[src/rtl/otter_mem_pkg.sv]
// Shared types for the memory port arbiter: FSM states, access sizes and
// the latched transaction record.
package otter_mem_pkg;

    typedef enum logic [1:0] {
        IDLE   = 2'b00,
        BUSY_I = 2'b01,
        BUSY_D = 2'b10
    } arb_state_t;

    localparam logic [1:0] SIZE_BYTE = 2'b00;
    localparam logic [1:0] SIZE_HALF = 2'b01;
    localparam logic [1:0] SIZE_WORD = 2'b10;

    typedef struct packed {
        logic        we;
        logic [31:0] addr;
        logic [31:0] wdata;
        logic [1:0]  size;
        logic        sign;
    } mem_txn_t;

    // Instruction fetches are always full-word, unsigned reads.
    function automatic mem_txn_t fetch_txn(input logic [31:0] addr);
        mem_txn_t t;
        t.we    = 1'b0;
        t.addr  = addr;
        t.wdata = '0;
        t.size  = SIZE_WORD;
        t.sign  = 1'b0;
        return t;
    endfunction

endpackage

[src/rtl/mem_port_arbiter_starve_ctr.sv]
// Counts data grants issued while fetch is waiting; saturates at LIMIT and
// raises at_limit so the arbiter can hand the port to fetch.
module arb_starve_ctr #(
    parameter int LIMIT = 4
) (
    input  logic clk,
    input  logic rst_n,
    input  logic inc,
    input  logic clr,
    output logic at_limit
);

    localparam int CW = (LIMIT < 1) ? 1 : $clog2(LIMIT + 1);

    logic [CW-1:0] count;

    assign at_limit = (count == CW'(LIMIT));

    // Saturating counter; a fetch grant wins over a simultaneous increment.
    always_ff @(posedge clk) begin
        if (!rst_n) begin
            count <= '0;
        end else if (clr) begin
            count <= '0;
        end else if (inc && !at_limit) begin
            count <= count + CW'(1);
        end
    end

endmodule

[src/rtl/mem_port_arbiter.sv]
// Single-port memory arbiter between instruction fetch and data accesses.
// One transaction in flight; data has priority unless fetch has been
// starved for STARVE_LIMIT consecutive data grants.
module mem_port_arbiter
    import otter_mem_pkg::*;
#(
    parameter int STARVE_LIMIT = 4
) (
    input  logic        CLK,
    input  logic        RESET,
    input  logic        IF_REQ,
    input  logic [31:0] IF_ADDR,
    output logic        IF_GNT,
    output logic        IF_VALID,
    output logic [31:0] IF_RDATA,
    input  logic        D_REQ,
    input  logic        D_WE,
    input  logic [31:0] D_ADDR,
    input  logic [31:0] D_WDATA,
    input  logic [1:0]  D_SIZE,
    input  logic        D_SIGN,
    output logic        D_GNT,
    output logic        D_VALID,
    output logic [31:0] D_RDATA,
    output logic        M_REQ,
    output logic        M_WE,
    output logic [31:0] M_ADDR,
    output logic [31:0] M_WDATA,
    output logic [1:0]  M_SIZE,
    output logic        M_SIGN,
    input  logic        M_READY,
    input  logic [31:0] M_RDATA
);

    arb_state_t state;
    arb_state_t state_next;
    mem_txn_t   txn;
    logic       if_gnt;
    logic       d_gnt;
    logic       if_valid;
    logic       d_valid;
    logic       arbitrate;
    logic       at_limit;
    logic       busy;

    arb_starve_ctr #(
        .LIMIT (STARVE_LIMIT)
    ) u_starve (
        .clk      (CLK),
        .rst_n    (RESET),
        .inc      (d_gnt && IF_REQ),
        .clr      (if_gnt),
        .at_limit (at_limit)
    );

    // State register; reset abandons any in-flight transaction.
    always_ff @(posedge CLK) begin
        if (!RESET) begin
            state <= IDLE;
        end else begin
            state <= state_next;
        end
    end

    // Next state, completion strobes and the grant decision. Grants happen
    // in IDLE or in a completion cycle, giving back-to-back transactions.
    always_comb begin
        state_next = state;
        if_gnt     = 1'b0;
        d_gnt      = 1'b0;
        if_valid   = 1'b0;
        d_valid    = 1'b0;
        M_REQ      = 1'b0;
        arbitrate  = 1'b0;
        case (state)
            IDLE: begin
                arbitrate = 1'b1;
            end
            BUSY_I: begin
                M_REQ = 1'b1;
                if (M_READY) begin
                    if_valid   = 1'b1;
                    arbitrate  = 1'b1;
                    state_next = IDLE;
                end
            end
            BUSY_D: begin
                M_REQ = 1'b1;
                if (M_READY) begin
                    d_valid    = 1'b1;
                    arbitrate  = 1'b1;
                    state_next = IDLE;
                end
            end
            default: begin
                state_next = IDLE;
            end
        endcase
        // While reset is asserted nothing is granted or completed.
        if (!RESET) begin
            arbitrate = 1'b0;
            if_valid  = 1'b0;
            d_valid   = 1'b0;
        end
        if (arbitrate) begin
            if (D_REQ && !(IF_REQ && at_limit)) begin
                d_gnt      = 1'b1;
                state_next = BUSY_D;
            end else if (IF_REQ) begin
                if_gnt     = 1'b1;
                state_next = BUSY_I;
            end
        end
    end

    // Capture the winner's attributes on the grant edge.
    always_ff @(posedge CLK) begin
        if (if_gnt) begin
            txn <= fetch_txn(IF_ADDR);
        end else if (d_gnt) begin
            txn <= '{we: D_WE, addr: D_ADDR, wdata: D_WDATA, size: D_SIZE, sign: D_SIGN};
        end
    end

    // Memory-side attributes are only presented while a transaction is
    // outstanding, so IDLE (and therefore post-reset) drives all zeros.
    assign busy     = (state != IDLE);
    assign M_WE     = busy & txn.we;
    assign M_ADDR   = busy ? txn.addr  : '0;
    assign M_WDATA  = busy ? txn.wdata : '0;
    assign M_SIZE   = busy ? txn.size  : '0;
    assign M_SIGN   = busy & txn.sign;

    assign IF_GNT   = if_gnt;
    assign D_GNT    = d_gnt;
    assign IF_VALID = if_valid;
    assign D_VALID  = d_valid;
    assign IF_RDATA = if_valid ? M_RDATA : '0;
    assign D_RDATA  = (d_valid && !txn.we) ? M_RDATA : '0;

endmodule

[config.mk]
export PLATFORM = sky130hd
export DESIGN_NAME = mem_port_arbiter
export DESIGN_NICKNAME = d
export VERILOG_FILES = /design/src/rtl/otter_mem_pkg.sv /design/src/rtl/mem_port_arbiter_starve_ctr.sv /design/src/rtl/mem_port_arbiter.sv
export SDC_FILE = /design/constraint.sdc
export NUM_CORES = 1
export LEC_CHECK = 0
export ABC_CLOCK_PERIOD_IN_PS = 2600
export BUFFER_PORTS_ARGS = -buffer_cell sky130_fd_sc_hd__buf_4
export CAP_MARGIN = 20
export CORE_MARGIN = 4
export CORE_UTILIZATION = 25
export DETAILED_ROUTE_END_ITERATION = 10
export PLACE_DENSITY = 0.59
export SYNTH_ARGS = -nofsm -noshare
export SYNTH_HDL_FRONTEND = slang
export SYNTH_HIERARCHICAL = 1
export SYNTH_SLANG_ARGS = --single-unit
[constraint.sdc]
create_clock -name CLK -period 2.6 [get_ports CLK]
set_clock_uncertainty 0.15 [all_clocks]
set_input_delay 0.39 -clock CLK [delete_from_list [all_inputs] [get_ports CLK]]
set_output_delay 0.39 -clock CLK [all_outputs]
set_load 0.01 [all_outputs]
Word level (Yosys, flattened, before mapping)
Index checks and enable logic that the tools add are counted.
- bits in registers: 73
- output and inout port bits: 137
- word-level logic and storage cells: 52
- add/sub/neg operators: 1
- equal/unequal tests: 3
- muxes and demuxes: 25
- bitwise gates (word level): 3
- reduce and logical (&&, ||, !) cells: 13
- operator list (operator ; count):
    2-to-1 mux 67 bit ; 2
    2-to-1 mux 32 bit ; 4
    2-to-1 mux 1 bit ; 12
    2-to-1 mux 2 bit ; 5
    logical AND 1 bit ; 5
    one-hot mux 2 bit (2 select lines) ; 1
    nonzero test 2 bit ; 2
    OR reduction 2 bit ; 2
    adder 3 x 1 -> 3 bit (second input constant) ; 1
    == test 3 bit (second input constant) ; 1
    zero test 1 bit ; 3
    AND 1 bit ; 2
    == test 2 x 1 -> 1 bit (second input constant) ; 1
    == test 2 bit (second input constant) ; 1
    zero test 2 bit ; 1
    one-hot mux 1 bit (2 select lines) ; 1
    NOT 1 bit ; 1

Longest topological paths before layout
Gate-level depths: netlist of run 1.
- word-level depth: 8
- gate-level depth with buffers: 10
- depth with buffers taken out: 8

Cells and area by module
Netlist of run 1, hierarchy kept.
- by module, submodules not included (module ; instances ; cells each ; area each (um^2) ; seq. area each (um^2)):
    mem_port_arbiter ; 1 ; 397 ; 3752.3 ; 1721.7
    arb_starve_ctr ; 1 ; 18 ; 187.7 ; 60.1

Least setup slack after synthesis of run 1
Ideal clock, no wire load.
- kind: reg-to-reg
- start: reg state[0]
- end: reg txn[35] in the netlist's numbering, enable pin
- arrival: 2078 ps
- setup slack: -15 ps
- cell stages (with the launch flop): 7
- period minus slack after synthesis: 2615 ps
- path through: dfxtp_1 -> inv_1 -> ha_1 -> a21oi_2 -> nor3b_1 -> o21ai_2 -> inv_1
- longest elaborated chain between the ends: 6
- elaborated cells between the ends (all ways): 9
- ends and longest elaborated chain (what ; line ; RTL):
    start, declared ; mem_port_arbiter.sv:35 ; arb_state_t state;
    start signal, assigned ; mem_port_arbiter.sv:61 ; state <= state_next;
    == test 2 bit / == test 2 x 1 -> 1 bit (equally long branches) ; mem_port_arbiter.sv:75 ; case (state)
    OR reduction 2 bit (no line) ; - ;
    one-hot mux 1 bit (2 select lines) * ; mem_port_arbiter.sv:75 ;
    2-to-1 mux 1 bit * ; mem_port_arbiter.sv:100 ; if (!RESET) begin
    2-to-1 mux 1 bit ; mem_port_arbiter.sv:105 ; if (arbitrate) begin
    nonzero test 2 bit (no line) * ; - ;
    end signal, assigned ; mem_port_arbiter.sv:119 ; txn <= fetch_txn(IF_ADDR);
    end signal, assigned ; mem_port_arbiter.sv:121 ; txn <= '{we: D_WE, addr: D_ADDR, wdata: D_WDATA, size: D_SIZE, sign: D_SIGN};
    end, declared ; mem_port_arbiter.sv:37 ; mem_txn_t txn;
Every way passes the cells marked *; elsewhere a longest branch is shown, timed or not.
A chain may end at the register's enable or synchronous reset.

Final worst setup path of run 1
- start: reg state[1]
- end: out IF_GNT
- longest elaborated chain between the ends: 5
- elaborated cells between the ends (all ways): 7
- ends and longest elaborated chain (what ; line ; RTL):
    == test 2 bit / == test 2 x 1 -> 1 bit (equally long branches) ; mem_port_arbiter.sv:75 ;
    OR reduction 2 bit (no line) ; - ;
    one-hot mux 1 bit (2 select lines) * ; mem_port_arbiter.sv:75 ;
    2-to-1 mux 1 bit * ; mem_port_arbiter.sv:100 ;
    2-to-1 mux 1 bit * ; mem_port_arbiter.sv:105 ;
    end, declared ; mem_port_arbiter.sv:13 ; output logic IF_GNT,
Marked as above.

==> impl_results.rst, run 1 <==
.. list-table::
   :header-rows: 1

   * - Metric
     - Value
   * - Status
     - completed
   * - Root buffer cell
     - clkbuf_16
   * - Core area
     - 0.0153 mm2
   * - Layout Area Growth over Synthesis
     - 64.2%
   * - Maximum buffer depth of the clock tree
     - 2
   * - Register Area
     - 0.00178 mm2
   * - Largest net degree at the start of global routing
     - 69
   * - Leakage power total
     - 0.00302 uW
   * - IR Drop Worst-Case VDD
     - 0.272 mV
   * - Crit path capture type
     - primary output
   * - Hold Path Class
     - in2reg
   * - CP startpoint kind
     - flip-flop
   * - RePlAce Congestion
     - 0.766
   * - Routed via count divided by cell count
     - 4.47
   * - Setup slack at placement
     - 0.225 ns
   * - Average wire length per cell after detail routing
     - 16.6 um
   * - Switching fraction of total power
     - 28.0%
   * - Fillers
     - 1,562
   * - Net count, final
     - 820
   * - Slew at the pin with the worst max-slew slack
     - 0.510 ns
   * - Post-synthesis cell count
     - 415
   * - Crit-path slowest cell
     - dfxtp_1
   * - Total chip power
     - 3450 uW
   * - Number of buffers inserted during clock tree synthesis
     - 9
   * - Predominant post-synthesis flop cell
     - dfxtp_1
   * - Overflow left after global routing
     - 0
   * - Number of distinct standard cells referenced by the synthesized netlist
     - 34
   * - Clock transition at path regs
     - 0.07 ns
   * - Std-Cell Rows
     - 45
   * - Proportion of power drawn by combinational gates
     - 24.5%
   * - First-pass GRT wire length
     - 22,500 um
   * - Finished Layout Cells
     - 892
   * - Post-synthesis sequential area ratio
     - 45.2%
   * - Crit-path max cell delay
     - 0.37 ns
   * - DPL Wire Length
     - 11,800 um
   * - Ordered cell list for the critical path
     - inv_1, ha_1, a21oi_2, nor3b_4, nand2_1, nor2_2, buf_4
   * - Clock tree from TritonCTS
     - built
   * - Diode insertion count for antenna repair
     - 0
   * - Global-route usage over all layers
     - 16.0%
   * - Internal
     - 2480 uW
   * - # DRC
     - 0
   * - Sw Pwr
     - 968 uW
   * - Endpoint required time on the critical path
     - 2.06 ns
   * - CTS sink count
     - 73
   * - I/O pin cnt
     - 274
   * - Mean instance size in the synthesized netlist
     - 9.49 um2
   * - Total via count in the routed design
     - 3,990
   * - Arrival time of data at the critical path endpoint
     - 1.93 ns
   * - Number of DRC markers after the initial detailed-route iteration
     - 130
   * - Time the worst path needs with I/O delays and setup
     - 2.47 ns
   * - H-tree depth reported by CTS
     - 3
   * - Clock power frac
     - 34.3%
   * - Count of input and output buffers
     - 273
   * - Cell area power density
     - 533 mW/mm2
   * - Clock latency on the worst-skew pair
     - 0.33 ns
   * - Rel. slew slack
     - 66.0%
   * - Achievable frequency
     - 405 MHz
   * - #FFs+latches synth
     - 73
   * - CP Max Fanout
     - 4
   * - Drt pass-1 iters
     - 4
   * - Final setup violating endpoints
     - 0
   * - Post-DRT Antenna Nets
     - 0
   * - Combined area of all synthesized cells
     - 0.00394 mm2
   * - Share of synthesized flip-flops with an asynchronous set or reset
     - 0%
   * - Initial Utilization
     - 25.7%
   * - Setup Crit Path Kind
     - reg2out
   * - Synthesized net count
     - 559
   * - Post-layout worst setup margin
     - 0.128 ns
   * - Number of warnings printed during yosys synthesis
     - 6
   * - Unrepaired setup endpoints after global routing
     - true
   * - Final number of hold-violating endpoints
     - 0
   * - Final hold slack
     - 0.124 ns
   * - Share of cells above drive strength 1
     - 50.5%
   * - Die Height
     - 134 um
   * - Number of flops mapped to enable cells by yosys
     - 32
   * - Max-Cap Viols
     - 0
   * - Number of global-route vias before repair
     - 4,185
   * - Area of the multi-input gates
     - 0.00197 mm2
   * - Number of placed cells counting well taps
     - 875
   * - Antenna violations before repair
     - 0
   * - Total Die Area
     - 0.0178 mm2
   * - Final count of pins violating max slew
     - 0
   * - Part of the cycle the worst path needs
     - 95.1%
   * - Setup TNS
     - 0 ns
   * - Width of the die
     - 134 um
   * - Total routed wirelength
     - 14,800 um
   * - Sequential share of power
     - 41.1%
power groups by stage:
| stage | Combinational [uW] | Sequential (uW) | Clock, uW |
|---|---|---|---|
| global route | 924 | 1430 | 1270 |
| CTS | 856 | 1420 | 1220 |
| detailed placement | 849 | 1440 | 0 |
| finish | 846 | 1420 | 1190 |
| global placement | 830 | 1440 | 0 |
| floorplan | 443 | 1420 | 0 |
Yosys cell counts (3+ instances only):
cell type / n / share of area [%]
a21oi_1: 35 / 4.4
a22o_2: 34 / 8.6
and2_1: 66 / 10
buf_2: 4 / 0.51
buf_6: 3 / 0.86
clkbuf_1: 23 / 2.2
clkbuf_8: 3 / 1.0
dfxtp_1: 41 / 21
edfxtp_1: 32 / 24
ha_1: 7 / 2.2
inv_1: 6 / 0.57
nand2_1: 35 / 3.3
nand3_1: 32 / 4.1
nand3b_1: 3 / 0.57
nor2b_1: 69 / 11
cell families (layout without fill, tap and decap cells):
family | after synthesis | in the layout | synth area share, %
adders and majority gates | 7 | 7 | 2.22
DFF | 73 | 73 | 45.2
and+or+nand+nor | 216 | 216 | 31.9
buffers and inverters | 40 | 306 | 5.37
muxes | 2 | 2 | 0.508
AOI/OAI and AO/OA | 77 | 77 | 14.7
worst max-delay path: cells and delay by family (launching register included):
family	cells	cell delay (ns)
adders and majority gates	1	0.35
AOI/OAI and AO/OA	1	0.09
and+or+nand+nor	3	0.54
DFF	1	0.37
buffers and inverters	2	0.24
worst paths after layout:
| kind | startpoint | to | slack (ns) | cells past startpoint |
|---|---|---|---|---|
| worst min-delay path | D_WDATA[20] | txn[23]$_SDFFE_PP0P_ | 0.12 | 2 |
| worst max-delay path | state[1]$_SDFF_PN0_ | IF_GNT | 0.13 | 7 |
| worst max register to register | state[1]$_SDFF_PN0_ | txn[29]$_SDFFE_PP0P_ | 0.22 | 8 |
| worst min register to register | txn[7]$_SDFFE_PP0P_ | txn[7]$_SDFFE_PP0P_ | 0.32 | 1 |
stage by stage:
stage | instance area [um2] | utilization [%]
final | 6470 | 42.2
after detailed placement | 6160 | 40.2
after global routing | 6470 | 42.2
after global placement | 6160 | 40.2
after CTS | 6450 | 42.1
after floorplan | 3940 | -
metal layers:
layer	vias up	wire [um]	global-route usage [%]
met5	-	0	0
met1	1850	5410	17.0
met3	16	1170	4.68
li1	1935	-	-
met4	0	276	4.63
met2	189	7990	30.4
sequential cells by signal, indices dropped and copies added, names as in the netlist:
register	cells
state	2
u_starve/count	3
txn	68
layout make-up:
cell class / instances / area share (%)
Clock buffer: 9 / 3.48
Clock inverter: 7 / 0.890
Inverter: 6 / 0.406
Multi-Input combinational cell: 302 / 30.4
Sequential cell: 73 / 27.5
Tap cell: 211 / 4.08
Timing Repair Buffer: 284 / 33.2
timing repair:
action / 4_1_cts / 5_1_grt
buffers inserted: 1 / 0
resized for setup: 1 / 4
pin swaps: 1 / 0
hold buffers: 0 / 0
endpoints found under the setup margin: 2 / 31
gates cloned: 0 / 0
cell usage in the layout, fill, tap and decap left out, drive strengths merged, types with 9 or more instances in the layout:
| master | count |
|---|---|
| inv | 11 |
| a21oi | 36 |
| nand2 | 35 |
| edfxtp | 32 |
| a22o | 35 |
| nand3 | 32 |
| dfxtp | 41 |
| nor2b | 69 |
| and2 | 66 |
| clkbuf | 9 |
| buf | 284 |
(Power assumes the default switching activity.)
==> run 2, diff against run 1 <==
--- a/config.mk
+++ b/config.mk
@@ -11,8 +11,8 @@
 export CORE_MARGIN = 4
 export CORE_UTILIZATION = 25
 export DETAILED_ROUTE_END_ITERATION = 10
-export PLACE_DENSITY = 0.59
+export PLACE_DENSITY = 0.6
+export SLEW_MARGIN = 25
 export SYNTH_ARGS = -nofsm -noshare
 export SYNTH_HDL_FRONTEND = slang
-export SYNTH_HIERARCHICAL = 1
 export SYNTH_SLANG_ARGS = --single-unit
==> run 2 against run 1 <==
Against the previous run: largest cell class unchanged; sequential cell count is the same; die area is 3.8% lower; register-to-register slack improved by 0.23 ns; largest power group unchanged.
==> impl_results.rst, run 2 <==
.. list-table::
   :header-rows: 1

   * - Metric
     - Value
   * - Largest registers in the final layout
     - txn (68), u_starve.count (3), state (2)
   * - Ordered cell list for the critical path
     - inv_1, ha_1, a21oi_2, nor3b_2, and2_4, buf_4
   * - Part of the cycle the worst path needs
     - 95.0%
   * - Final number of hold-violating endpoints
     - 0
   * - Width of the die
     - 131 um
   * - Post-synthesis sequential area ratio
     - 47.1%
   * - First-pass GRT wire length
     - 18,900 um
   * - I/O pin cnt
     - 274
   * - Internal
     - 2610 uW
   * - CTS sink count
     - 73
   * - Number of warnings printed during yosys synthesis
     - 0
   * - Clock latency on the worst-skew pair
     - 0.34 ns
   * - Post-CTS setup buffer count
     - 0
   * - H-tree depth reported by CTS
     - 3
   * - Routed via count divided by cell count
     - 4.49
   * - Share of synthesized flip-flops with an asynchronous set or reset
     - 0%
   * - Std-Cell Rows
     - 44
   * - Utilization of the core after routing
     - 43.1%
   * - Commonest cells in the netlist
     - nor2b_1, and2_1, dfxtp_1
   * - Final setup violating endpoints
     - 0
   * - Antenna violations before repair
     - 0
   * - Number of flops mapped to enable cells by yosys
     - 32
   * - Area share of the largest cell type after synthesis
     - 25.4%
   * - Setup Crit Path Kind
     - reg2out
   * - Core area
     - 0.0147 mm2
   * - Instance area after placement
     - 0.00599 mm2
   * - Post-synthesis cell count
     - 380
   * - Achievable frequency
     - 405 MHz
   * - Total routed wirelength
     - 13,100 um
   * - # DRC
     - 0
   * - Cell with the most instances after synthesis
     - nor2b_1
   * - Post-layout instance area
     - 0.00634 mm2
   * - Die Height
     - 131 um
   * - Arrival time of data at the critical path endpoint
     - 1.93 ns
   * - RePlAce Congestion
     - 0.795
   * - Time the worst path needs with I/O delays and setup
     - 2.47 ns
   * - Status
     - completed
   * - Cell area power density
     - 551 mW/mm2
   * - Number of placed cells counting well taps
     - 814
   * - Clock power frac
     - 38.7%
   * - Setup TNS
     - 0 ns
   * - Share of cells above drive strength 1
     - 47.7%
   * - Switching fraction of total power
     - 25.3%
   * - Final count of pins violating max slew
     - 0
   * - Number of distinct standard cells referenced by the synthesized netlist
     - 31
   * - Unrepaired setup endpoints after global routing
     - true
   * - Root buffer cell
     - clkbuf_16
   * - CP startpoint kind
     - flip-flop
   * - Flip-flop count of the largest register, all copies and words added
     - 68
   * - Count of input and output buffers
     - 273
   * - Number of global-route vias before repair
     - 3,651
   * - Largest net degree at the start of global routing
     - 69
   * - Clock transition at path regs
     - 0.06 ns
   * - Mean instance size in the synthesized netlist
     - 9.95 um2
   * - Layout Area Growth over Synthesis
     - 67.5%
   * - Max-Cap Viols
     - 0
   * - Most frequent standard cell in the layout excluding fill and tap cells
     - buf_4
   * - Crit path capture type
     - primary output
   * - Total via count in the routed design
     - 3,724
   * - Clock tree from TritonCTS
     - built
   * - Number of DRC markers after the initial detailed-route iteration
     - 76
   * - Slew at the pin with the worst max-slew slack
     - 0.499 ns
   * - Post-synth top area cell
     - edfxtp_1
   * - Sequential share of power
     - 40.2%
   * - Maximum buffer depth of the clock tree
     - 2
   * - Proportion of power drawn by combinational gates
     - 21.1%
   * - Hold Path Class
     - in2reg
   * - DPL Wire Length
     - 10,200 um
   * - Global-route usage over all layers
     - 14.3%
   * - Finished Layout Cells
     - 830
   * - Initial Utilization
     - 25.7%
   * - Net count, final
     - 785
   * - Average wire length per cell after detail routing
     - 15.8 um
   * - #FFs+latches synth
     - 73
   * - Main area contributors after synthesis
     - edfxtp_1, dfxtp_1, nor2b_1
   * - Leakage power total
     - 0.00300 uW
   * - Drt pass-1 iters
     - 4
   * - Number of buffers inserted during clock tree synthesis
     - 9
   * - Register with the most flip-flops
     - txn
   * - Rel. slew slack
     - 66.7%
   * - Crit-path max cell delay
     - 0.36 ns
   * - Endpoint required time on the critical path
     - 2.06 ns
   * - CP Max Fanout
     - 7
   * - Synthesized net count
     - 524
   * - Sw Pwr
     - 882 uW
   * - Diode insertion count for antenna repair
     - 0
   * - Commonest cells after routing, fill and taps aside
     - buf_4, nor2b_1, and2_1
   * - Post-DRT Antenna Nets
     - 0
   * - Predominant post-synthesis flop cell
     - dfxtp_1
   * - IR Drop Worst-Case VDD
     - 0.281 mV
   * - Crit-path slowest cell
     - dfxtp_1
   * - Total Die Area
     - 0.0172 mm2
   * - Overflow left after global routing
     - 0
   * - Combined area of all synthesized cells
     - 0.00378 mm2
run 2: worst paths after layout:
kind	start	endpoint	slack (ns)	cells past startpoint
max	state[1]$_SDFF_PN0_	D_GNT	0.13	6
max reg2reg	state[1]$_SDFF_PN0_	txn[66]$_DFFE_PP_	0.45	7
min reg2reg	txn[0]$_SDFFE_PP0P_	txn[0]$_SDFFE_PP0P_	0.31	1
min	D_WDATA[30]	txn[33]$_SDFFE_PP0P_	0.12	2
run 2: metrics by stage:
stage | hold slack, ns | worst slack [ns] | power (uW)
3_3_place_gp | 0.298 | 0.399 | 2160
2_1_floorplan | 0.284 | 0.149 | 1780
5_1_grt | 0.0986 | -0.0110 | 3670
3_5_place_dp | 0.297 | 0.322 | 2170
4_1_cts | 0.103 | 0.0465 | 3550
6_report | 0.120 | 0.129 | 3490
run 2: timing repair:
item,in CTS,in global routing
setup endpoints to repair,33,39
hold buffers,0,0
gates cloned,0,0
hold endpoints to repair,0,0
gates resized for setup,2,3
run 2: kinds of logic after synthesis:
group / share of synthesized area [%]
compound gates: 17.2
fa+ha+maj: 2.32
buf+inv: 5.13
flops: 47.1
mux: 0.265
simple gates: 28.0
run 2: layout make-up:
| class | count | area [um2] |
|---|---|---|
| timing repair buffer | 282 | 2130 |
| multi-input combinational | 267 | 1820 |
| sequential | 73 | 1780 |
| clock inverter | 3 | 22.5 |
| clock buffer | 13 | 314 |
| fill | 1476 | 8360 |
| inverter | 8 | 30.0 |
| tap | 184 | 230 |
run 2: power groups by stage:
stage               sequential, uW  combinational (uW)  clock [uW]
floorplan                     1410                 376           0
global placement              1420                 735           0
detailed placement            1430                 746           0
CTS                           1400                 751        1400
global route                  1420                 809        1440
finish                        1400                 737        1350
run 2: critical path: cells and delay by family, from the launching register on:
kind / cells / cell delay [ns]
compound gates: 1 / 0.09
fa+ha+maj: 1 / 0.34
buf+inv: 2 / 0.24
flops: 1 / 0.36
simple gates: 2 / 0.57
run 2: routing by layer:
metal,GRT usage (%),share of wire [%]
met1,15.6,38
met2,25.7,51
met3,5.37,10
met4,4.36,1.2
met5,0,0
